==> src/rtl/seg_disp_ctrl_pkg.sv <==
// Shared constants and types for the seven-segment display feeder.
// Latency: n/a (definitions only).
// Backpressure: n/a (definitions only).
package seg_disp_ctrl_pkg;

    // Register map
    localparam logic [1:0] ADDR_VALUE  = 2'd0;
    localparam logic [1:0] ADDR_CTRL   = 2'd1;
    localparam logic [1:0] ADDR_COMMIT = 2'd2;

    // Control register field positions
    localparam int SW_LSB       = 0;
    localparam int SW_MSB       = 1;
    localparam int MASK_LSB     = 2;
    localparam int MASK_MSB     = 5;
    localparam int BLINK_EN_BIT = 6;

    // Hex mode, lower half-word
    localparam logic [1:0] SW_RESET = 2'b01;

    // Read-back layout of the control/status register
    typedef struct packed {
        logic [22:0] rsvd;
        logic        pending;
        logic        blink_phase;
        logic        blink_en;
        logic [3:0]  blink_mask;
        logic [1:0]  sw;
    } ctrl_rd_t;

endpackage

==> src/rtl/seg_disp_ctrl_if.sv <==
// Polled CPU register bus: single-cycle write strobe plus combinational read.
// Latency: writes land on the next clk edge; reads are same-cycle.
// Backpressure: none; the slave always accepts writes.
interface seg_disp_ctrl_if;
    logic        wr_en;
    logic [1:0]  addr;
    logic [31:0] wdata;
    logic [31:0] rdata;

    modport master (output wr_en, output addr, output wdata, input rdata);
    modport slave  (input wr_en, input addr, input wdata, output rdata);
endinterface

==> src/rtl/seg_scan_timer.sv <==
// Digit scan timer: prescaler, 2-bit digit index and one-cycle frame_end pulse.
// Latency: each digit index held exactly SCAN_DIV cycles; tick/frame_end are combinational.
// Backpressure: none; free-running.
module seg_scan_timer #(
    parameter int SCAN_DIV = 100000
) (
    input  logic       clk,
    input  logic       clr_n,
    output logic [1:0] o_scan,
    output logic       o_tick,
    output logic       o_frame_end
);
    localparam int PW = (SCAN_DIV > 1) ? $clog2(SCAN_DIV) : 1;
    localparam logic [PW-1:0] PRESC_MAX = PW'(SCAN_DIV - 1);

    logic [PW-1:0] r_presc;
    logic [1:0]    r_scan;
    logic          w_tick;

    assign w_tick      = (r_presc == PRESC_MAX);
    assign o_tick      = w_tick;
    assign o_frame_end = w_tick & (r_scan == 2'd3);
    assign o_scan      = r_scan;

    // Prescaler wraps at SCAN_DIV-1 so it never exceeds its limit
    always_ff @(posedge clk or negedge clr_n) begin
        if (!clr_n) begin
            r_presc <= '0;
        end else if (w_tick) begin
            r_presc <= '0;
        end else begin
            r_presc <= r_presc + PW'(1);
        end
    end

    // Digit index advances on every tick, wrapping 3->0 naturally
    always_ff @(posedge clk or negedge clr_n) begin
        if (!clr_n) begin
            r_scan <= 2'd0;
        end else if (w_tick) begin
            r_scan <= r_scan + 2'd1;
        end
    end

endmodule

==> src/rtl/seg_disp_ctrl.sv <==
// Display feeder: shadow/commit value register, mode/blink control, scan index.
// Latency: writes visible next cycle; shadow commits at frame boundary (or immediately via commit reg).
// Backpressure: none; every bus write is accepted in the cycle it is strobed.
module seg_disp_ctrl
    import seg_disp_ctrl_pkg::*;
#(
    parameter int          SCAN_DIV     = 100000,
    parameter int          BLINK_FRAMES = 64,
    parameter logic [31:0] INIT_VALUE   = 32'h0000_0000
) (
    input  logic                   clk,
    input  logic                   clr_n,
    seg_disp_ctrl_if.slave         bus,
    output logic [31:0]            disp_num,
    output logic [1:0]             SW,
    output logic [1:0]             Scanning,
    output logic [3:0]             blank_an,
    output logic                   pending
);
    localparam logic [7:0] BLINK_LAST = 8'(BLINK_FRAMES - 1);

    logic [31:0] r_disp_num;
    logic [31:0] r_shadow;
    logic        r_pending;
    logic [1:0]  r_sw;
    logic        r_blink_en;
    logic [3:0]  r_blink_mask;
    logic [7:0]  r_blink_cnt;
    logic        r_blink_phase;
    logic [3:0]  r_blank_an;

    logic        w_frame_end;
    logic        w_tick;
    logic [1:0]  w_scan;
    logic        w_wr_value;
    logic        w_wr_ctrl;
    logic        w_wr_commit;
    logic        w_commit;
    ctrl_rd_t    w_ctrl_rd;

    seg_scan_timer #(.SCAN_DIV(SCAN_DIV)) u_scan (
        .clk         (clk),
        .clr_n       (clr_n),
        .o_scan      (w_scan),
        .o_tick      (w_tick),
        .o_frame_end (w_frame_end)
    );

    assign w_wr_value  = bus.wr_en & (bus.addr == ADDR_VALUE);
    assign w_wr_ctrl   = bus.wr_en & (bus.addr == ADDR_CTRL);
    assign w_wr_commit = bus.wr_en & (bus.addr == ADDR_COMMIT);
    // Debug commit and frame-boundary commit collapse into one transfer
    assign w_commit    = w_wr_commit | (w_frame_end & r_pending);

    // Commit path: disp_num always takes the pre-write shadow
    always_ff @(posedge clk or negedge clr_n) begin
        if (!clr_n) begin
            r_disp_num <= INIT_VALUE;
        end else if (w_commit) begin
            r_disp_num <= r_shadow;
        end
    end

    // Shadow and pending: a new write re-arms pending even on a commit edge
    always_ff @(posedge clk or negedge clr_n) begin
        if (!clr_n) begin
            r_shadow  <= INIT_VALUE;
            r_pending <= 1'b0;
        end else if (w_wr_value) begin
            r_shadow  <= bus.wdata;
            r_pending <= 1'b1;
        end else if (w_commit) begin
            r_pending <= 1'b0;
        end
    end

    // Control register fields
    always_ff @(posedge clk or negedge clr_n) begin
        if (!clr_n) begin
            r_sw         <= SW_RESET;
            r_blink_mask <= 4'b0000;
            r_blink_en   <= 1'b0;
        end else if (w_wr_ctrl) begin
            r_sw         <= bus.wdata[SW_MSB:SW_LSB];
            r_blink_mask <= bus.wdata[MASK_MSB:MASK_LSB];
            r_blink_en   <= bus.wdata[BLINK_EN_BIT];
        end
    end

    // Blink frame counter and phase; disabling blink restarts both
    always_ff @(posedge clk or negedge clr_n) begin
        if (!clr_n) begin
            r_blink_cnt   <= 8'd0;
            r_blink_phase <= 1'b0;
        end else if (w_wr_ctrl && !bus.wdata[BLINK_EN_BIT]) begin
            r_blink_cnt   <= 8'd0;
            r_blink_phase <= 1'b0;
        end else if (r_blink_en && w_frame_end) begin
            if (r_blink_cnt == BLINK_LAST) begin
                r_blink_cnt   <= 8'd0;
                r_blink_phase <= ~r_blink_phase;
            end else begin
                r_blink_cnt   <= r_blink_cnt + 8'd1;
            end
        end
    end

    // Registered blank request so the driver sees a glitch-free AN mask
    always_ff @(posedge clk or negedge clr_n) begin
        if (!clr_n) begin
            r_blank_an <= 4'b0000;
        end else begin
            r_blank_an <= r_blink_mask & {4{r_blink_en & r_blink_phase}};
        end
    end

    // Status/control read-back image
    always_comb begin
        w_ctrl_rd             = '0;
        w_ctrl_rd.pending     = r_pending;
        w_ctrl_rd.blink_phase = r_blink_phase;
        w_ctrl_rd.blink_en    = r_blink_en;
        w_ctrl_rd.blink_mask  = r_blink_mask;
        w_ctrl_rd.sw          = r_sw;
    end

    // Combinational register read; value address returns the committed number
    always_comb begin
        bus.rdata = 32'h0000_0000;
        case (bus.addr)
            ADDR_VALUE:  bus.rdata = r_disp_num;
            ADDR_CTRL:   bus.rdata = w_ctrl_rd;
            ADDR_COMMIT: bus.rdata = r_shadow;
            default:     bus.rdata = 32'h0000_0000;
        endcase
    end

    assign disp_num = r_disp_num;
    assign SW       = r_sw;
    assign Scanning = w_scan;
    assign blank_an = r_blank_an;
    assign pending  = r_pending;

    logic w_unused;
    assign w_unused = w_tick;

endmodule
==> src/flat_wrapper.sv <==
// flat-port wrapper written by rule: the top's interface ports become plain ports
module seg_disp_ctrl_flat import seg_disp_ctrl_pkg::*;
#(
    parameter int          SCAN_DIV     = 100000,
    parameter int          BLINK_FRAMES = 64,
    parameter logic [31:0] INIT_VALUE   = 32'h0000_0000
)
  (clk, clr_n, disp_num, SW, Scanning, blank_an, pending, bus_wr_en, bus_addr, bus_wdata, bus_rdata);
  seg_disp_ctrl_if bus_i ();
  input  logic clk;
  input  logic clr_n;
  output logic [31:0] disp_num;
  output logic [1:0] SW;
  output logic [1:0] Scanning;
  output logic [3:0] blank_an;
  output logic pending;
  input wire logic [$bits(bus_i.wr_en)-1:0] bus_wr_en;
  input wire logic [$bits(bus_i.addr)-1:0] bus_addr;
  input wire logic [$bits(bus_i.wdata)-1:0] bus_wdata;
  output wire logic [$bits(bus_i.rdata)-1:0] bus_rdata;
  assign bus_i.wr_en = bus_wr_en;
  assign bus_i.addr = bus_addr;
  assign bus_i.wdata = bus_wdata;
  assign bus_rdata = bus_i.rdata;
  seg_disp_ctrl #(.SCAN_DIV(SCAN_DIV), .BLINK_FRAMES(BLINK_FRAMES), .INIT_VALUE(INIT_VALUE)) u_core (.clk(clk), .clr_n(clr_n), .bus(bus_i), .disp_num(disp_num), .SW(SW), .Scanning(Scanning), .blank_an(blank_an), .pending(pending));
endmodule
==> config.mk <==
export PLATFORM = sky130hd
export DESIGN_NAME = seg_disp_ctrl_flat
export DESIGN_NICKNAME = d
export VERILOG_FILES = /design/src/rtl/seg_disp_ctrl_pkg.sv /design/src/rtl/seg_disp_ctrl_if.sv /design/src/rtl/seg_scan_timer.sv /design/src/rtl/seg_disp_ctrl.sv /design/src/flat_wrapper.sv
export SDC_FILE = /design/constraint.sdc
export NUM_CORES = 1
export LEC_CHECK = 0
export ABC_AREA = 1
export CAP_MARGIN = 20
export CORE_UTILIZATION = 68
export CTS_BUF_LIST = sky130_fd_sc_hd__clkbuf_16
export CTS_CLUSTER_SIZE = 14
export DETAILED_ROUTE_END_ITERATION = 7
export DONT_BUFFER_PORTS = 1
export PLACE_DENSITY = 0.93
export REMOVE_ABC_BUFFERS = 1
export SLEW_MARGIN = 20
export SYNTH_ARGS = -nofsm -noshare
export SYNTH_HDL_FRONTEND = slang
export SYNTH_SLANG_ARGS = --single-unit
==> constraint.sdc <==
create_clock -name clk -period 5.02 [get_ports clk]
set_clock_uncertainty 0.2 [all_clocks]
set_input_delay 0.251 -clock clk [delete_from_list [all_inputs] [get_ports clk]]
set_output_delay 0.251 -clock clk [all_outputs]
set_load 0.005 [all_outputs]
== Yosys cells after proc, flatten, opt, wreduce, memory -nomap -nowiden ==
Cells that the tools add are included.

* Bits in registers: 104
* Bits of input ports: 37

* Add/subtract/negate cells: 3
* Eq/ne operators: 5
* Mux-type cells: 10
* Bitwise operators: 9
* Reduce and logical (&&, ||, !) cells: 8

{| class="wikitable"
|+ Operators by type and width
! kind !! number
|-
| $pmux W32 S3 || 1
|-
| $mux W8 || 3
|-
| $add A17 B1 Y17 const B || 1
|-
| $eq A17 B17 Y1 const B || 1
|-
| $mux W17 || 1
|-
| $add A8 B1 Y8 const B || 1
|-
| $eq A8 B6 Y1 const B || 1
|-
| $and A1 B1 Y1 || 6
|-
| $reduce_bool A2 Y1 || 3
|-
| $mux W1 || 5
|-
| $and A4 B4 Y4 || 1
|-
| $eq A2 B2 Y1 const B || 2
|-
| $add A2 B1 Y2 const B || 1
|-
| $eq A2 B1 Y1 const B || 1
|-
| $logic_and A1 B1 Y1 || 2
|-
| $logic_not A2 Y1 || 1
|-
| $reduce_and A2 Y1 || 1
|-
| $logic_not A1 Y1 || 1
|-
| $not A1 Y1 || 1
|-
| $or A1 B1 Y1 || 1
|}

== Logic depth before layout (Yosys ltp) ==
* Depth in word-level cells: 6
* Depth in mapped cells: 12
* Gate-level depth less buffers: 11

== By module ==
A second synthesis with hierarchy kept.

* Cell total of the unflattened synthesis: 575
* Area, all modules: 5,058.6 µm²

{| class="wikitable"
|+ Modules (own cells, without submodules)
! module !! instances !! cells an instance !! area each (µm²) !! sequential area each (µm²)
|-
| seg_disp_ctrl || 1 || 423 || 3,931.3 || 2,128.3
|-
| seg_scan_timer || 1 || 152 || 1,127.3 || 475.5
|}

== Worst setup path before layout ==
Ideal clock, no wire load.

* Path type: register to register
* From: register u_core.u_scan.r_presc[0]
* To: register u_core.r_pending (netlist: u_core.pending)
* Arrival time: 1.484 ns
* Data required time: 4.690 ns
* Slack: 3.205 ns
* Stages on the path, launching flop included: 12
* Buffers on the path: 1
* Cell sequence: dfrtp_1 ha_1 nand2_1 nor2_4 nand3_2 nor2_4 nand2_4 clkinv_4 nand3_4 buf_2 nand3_1 nand2_1

* Word-level cells in the longest chain between the ends: 5

{| class="wikitable"
|+ RTL lines
! what !! line !! RTL
|-
| start, declared || seg_scan_timer.sv:16 || <nowiki>logic [PW-1:0] r_presc;</nowiki>
|-
| start signal, assigned || seg_scan_timer.sv:32 || <nowiki>r_presc <= r_presc + PW'(1);</nowiki>
|-
| $eq A17 B17 Y1 || seg_scan_timer.sv:20 || <nowiki>assign w_tick = (r_presc == PRESC_MAX);</nowiki>
|-
| $and A1 B1 Y1 || seg_scan_timer.sv:22 || <nowiki>assign o_frame_end = w_tick & (r_scan == 2'd3);</nowiki>
|-
| $and A1 B1 Y1 || seg_disp_ctrl.sv:53 || <nowiki>assign w_commit = w_wr_commit | (w_frame_end & r_pending);</nowiki>
|-
| $or A1 B1 Y1 || seg_disp_ctrl.sv:53 ||
|-
| $reduce_bool A2 Y1 (no source line) || n/a ||
|-
| end signal, assigned || seg_disp_ctrl.sv:68 || <nowiki>r_pending <= 1'b0;</nowiki>
|-
| end signal, assigned || seg_disp_ctrl.sv:71 || <nowiki>r_pending <= 1'b1;</nowiki>
|-
| end signal, assigned || seg_disp_ctrl.sv:73 || <nowiki>r_pending <= 1'b0;</nowiki>
|-
| end, declared || seg_disp_ctrl.sv:24 || <nowiki>logic r_pending;</nowiki>
|}

Every way passes these cells.
A chain may end at the register's enable or synchronous reset.

== Final worst setup path ==
* From: register u_core.u_scan.r_presc[0]
* To: register u_core.r_disp_num[27] (netlist: u_core.disp_num[27])

* Word-level cells in the longest chain between the ends: 4

{| class="wikitable"
|+ RTL lines
! what !! line !! RTL
|-
| $eq A17 B17 Y1 || seg_scan_timer.sv:20 ||
|-
| $and A1 B1 Y1 || seg_scan_timer.sv:22 ||
|-
| $and A1 B1 Y1 || seg_disp_ctrl.sv:53 ||
|-
| $or A1 B1 Y1 || seg_disp_ctrl.sv:53 ||
|-
| end signal, assigned || seg_disp_ctrl.sv:60 || <nowiki>r_disp_num <= r_shadow;</nowiki>
|-
| end, declared || seg_disp_ctrl.sv:22 || <nowiki>logic [31:0] r_disp_num;</nowiki>
|}

Every way passes these cells.

==> results.cfg <==
[synthesis]
avgSynthCellArea_um2 = 9.259
synthArstFlopShare_pct = 100.0
synthTopCellsByArea = dfrtp_1, nand2_1, mux2_2, nand3_1, a22o_1
synth_warnings = 0
netlist_instances = 525
synth_top_area_share_pct = 53.02
synth.largest_area_cell = dfrtp_1
synthTopCellsByCount = nand2_1, dfrtp_1, nand3_1, inv_1, nor2_1
synth.distinct_cells = 30
synth.most_common_cell = nand2_1
ys.flop_type = dfrtp_1
netlist_area_mm2 = 0.004861
synth_edf_count = 0
ys_ff_latch = 104
yosysSeqAreaShare_pct = 53.56

[cts]
htreeDepth = 3
numCtsBuffers = 9
cts_tree = built
clk_pin_slew_ps = 80
post_cts_resized = 0
clk_path_buf_depth = 2
clk-insertion-delay-late_ps = 360
numClockSinks = 104
cts-root-buf = clkbuf_16

[drt]
drt_iter0_markers = 551
via_per_inst = 6.582
ant_nets = 0
firstDrtPassIters = 5
routed_wl_um = 14110
routedWlPerCell_um = 21.68
drc_errors = 0
dr_total_vias = 4285

[floorplanning]
boundaryPins = 110
chipWidth_um = 86.55
core_area_mm2 = 0.006832
die_area_mm2 = 0.007491
fp.dieH_um = 86.55
start_util_pct = 71.15
rows = 30

[min_path]
hold-path-endpoint = u_core.pending$_DFFE_PN0P_
timing.hold.worst.class = in2reg
hold_path_startpoint = bus_wr_en
hold_depth = 3

[timing]
hold_ws_ps = 201.1
min_period_over_period_pct = 52.86
tightest_slew_ps = 682.8
hold_viol = 0
slew_headroom_pct = 54.32
slew_viol_final = 0
setup_ws_ps = 2367
max_clock_freq_mhz = 376.9
min_period_ps = 2653
setup_viol = 0
rsz0062_at_grt = false
tns_ps = 0

[power_and_ir_drop]
ir_worst_vdd_mv = 0.3581
clock_power_share_pct = 31.9
pwr-share-comb_pct = 14.6
p_seq_share_pct = 53.4
p_switching_w = 0.0006724
powerDensity_mw_per_mm2 = 384.3
p_int_w = 0.001450
p_leak_nw = 2.704
switching_share_pct = 31.69
finalPower_w = 0.002122

[setup_path]
critPathMostFrequentCell = nand2_1
critPathKind = reg2reg
reg2reg_from = u_core.u_scan.r_presc[0]$_DFF_PN0_
path_cells = ha_1 > nand2_1 > nor2_4 > nand3_2 > nor2_4 > nand2_4 > clkinv_4 > nand3_4 > nand2_4 > nand2_1 > nand2_1
cp_max_fo = 34
crit_path_max_incr_delay_ps = 460
cp.arrival_ps = 2740
required_ps = 5110
rrSetupSlack_ps = 2370
r2r_end = u_core.disp_num[27]$_DFFE_PN0P_
end_kind = flop
setup.worst_path.start_class = flop
rr_worst_depth = 11
slowest_stage = nand2_4

[layout]
final_nets = 590
diodes = 0
drive_gt1_share_pct = 11.17
area_growth_pct = 13.59

[global_routing]
grt.total_usage_pct = 39.38
use_met2_pct = 63.06
grt_overflow = 0
grt_util_met3_pct = 11.71
antenna_found_initial = 0
grt_pass1_vias = 4200
grt_pass1_wl_um = 21880
use_met1_pct = 48.98
grt_max_degree = 105
top_usage_layer = met2

[place]
dp_hpwl_um = 7254
preCtsSetupSlack_ps = 2259
io_buffers = 0
gp_congestion = 0.8779

[job]
drv_cap = 0

[run_status]
status = completed
## worst max-delay path, delay by kind of cell (launching register included)
family	cells	cell delay, ps
adder cells (fa/ha/maj)	1	200
buffers and inverters	1	100
flip-flops	1	400
AND/OR/NAND/NOR	9	1660
## layer usage
layer | vias up | share of wire (%)
li1 | 1777 | -
met1 | 2033 | 35
met2 | 387 | 48
met3 | 88 | 11
met4 | 0 | 5.5
met5 | - | 0
## cell usage in the layout, fill, tap and decap left out, types with 2 or more instances in the layout
master	synthesis	routed
nand3_1	56	56
nor2_1	30	29
a22o_1	23	23
nand2_1	145	144
clkbuf_16	0	9
ha_1	3	3
a21oi_1	5	5
o21ai_0	9	9
buf_4	1	2
dfrtp_1	103	103
mux2_2	26	26
nand2_4	2	2
inv_2	6	6
dlygate4sd3_1	0	33
nand4_1	6	6
o211ai_1	5	5
xor2_1	15	15
nor3_1	11	11
nor2_4	4	4
inv_6	0	2
inv_1	39	40
o21ai_1	7	7
clkinv_4	1	3
## registers in the layout, summed over array words and instances, names as in the netlist
name and cells:
u_core.r_blink_en 1, u_core.r_blink_cnt 8, u_core.u_scan.o_scan 2, u_core.disp_num 32
u_core.r_shadow 32, u_core.r_blink_mask 4, u_core.SW 2, u_core.r_blink_phase 1
u_core.pending 1, u_core.blank_an 4, u_core.u_scan.r_presc 17
## through the flow
stage	util, %	instance area (um^2)	std cells
2_1_floorplan	-	4743	503
3_3_place_gp	71.45	4881	601
3_5_place_dp	71.45	4881	601
4_1_cts	80.79	5519	651
5_1_grt	80.82	5522	651
6_report	80.82	5522	651
## power by group through the flow
stage | Clock (W) | Sequential (W) | Combinational (W)
final | 0.000677 | 0.00113 | 0.000311
after global routing | 0.000704 | 0.00114 | 0.000337
after CTS | 0.000673 | 0.00111 | 0.000287
after detailed placement | 0 | 0.00112 | 0.000243
after global placement | 0 | 0.00112 | 0.000220
after floorplan | 0 | 0.00108 | 0.000199
## repair_timing
| action | CTS | global route |
|---|---|---|
| hold endpoints to repair | 145 | 0 |
| hold buffers | 34 | 0 |
| setup buffers | 0 | 0 |
## worst max-delay path by stage
stage | depth (start not counted) | start | slack, ps | to
2_1_floorplan | 3 | bus_addr[1] | 1860 | u_core.r_shadow[10]$_DFFE_PN0P_
3_3_place_gp | 7 | bus_addr[0] | 2490 | u_core.disp_num[27]$_DFFE_PN0P_
3_5_place_dp | 7 | bus_addr[0] | 2260 | u_core.disp_num[27]$_DFFE_PN0P_
4_1_cts | 11 | u_core.u_scan.r_presc[0]$_DFF_PN0_ | 2490 | u_core.disp_num[27]$_DFFE_PN0P_
5_1_grt | 11 | u_core.u_scan.r_presc[0]$_DFF_PN0_ | 2250 | u_core.disp_num[27]$_DFFE_PN0P_
6_report | 11 | u_core.u_scan.r_presc[0]$_DFF_PN0_ | 2370 | u_core.disp_num[27]$_DFFE_PN0P_
## kinds of logic (layout without fill, tap and decap cells)
logic type	after synthesis	in the layout	synth area share, %
buf+inv	68	98	6.075
fa+ha+maj	3	3	0.7723
mux	26	26	6.023
compound gates	50	50	7.233
xor+xnor	16	16	2.883
flops	104	104	53.57
simple gates	258	258	23.45
## layout make-up
| type | count | area, um^2 |
|---|---|---|
| Inverter | 46 | 177.7 |
| Clock inverter | 7 | 55.05 |
| Timing Repair Buffer | 36 | 372.9 |
| Multi-Input combinational cell | 353 | 1967 |
| Fill cell | 348 | 1310 |
| Sequential cell | 104 | 2604 |
| Tap cell | 96 | 120.1 |
| Clock buffer | 9 | 225.2 |
Note: power is estimated with default switching activity, not from simulation.
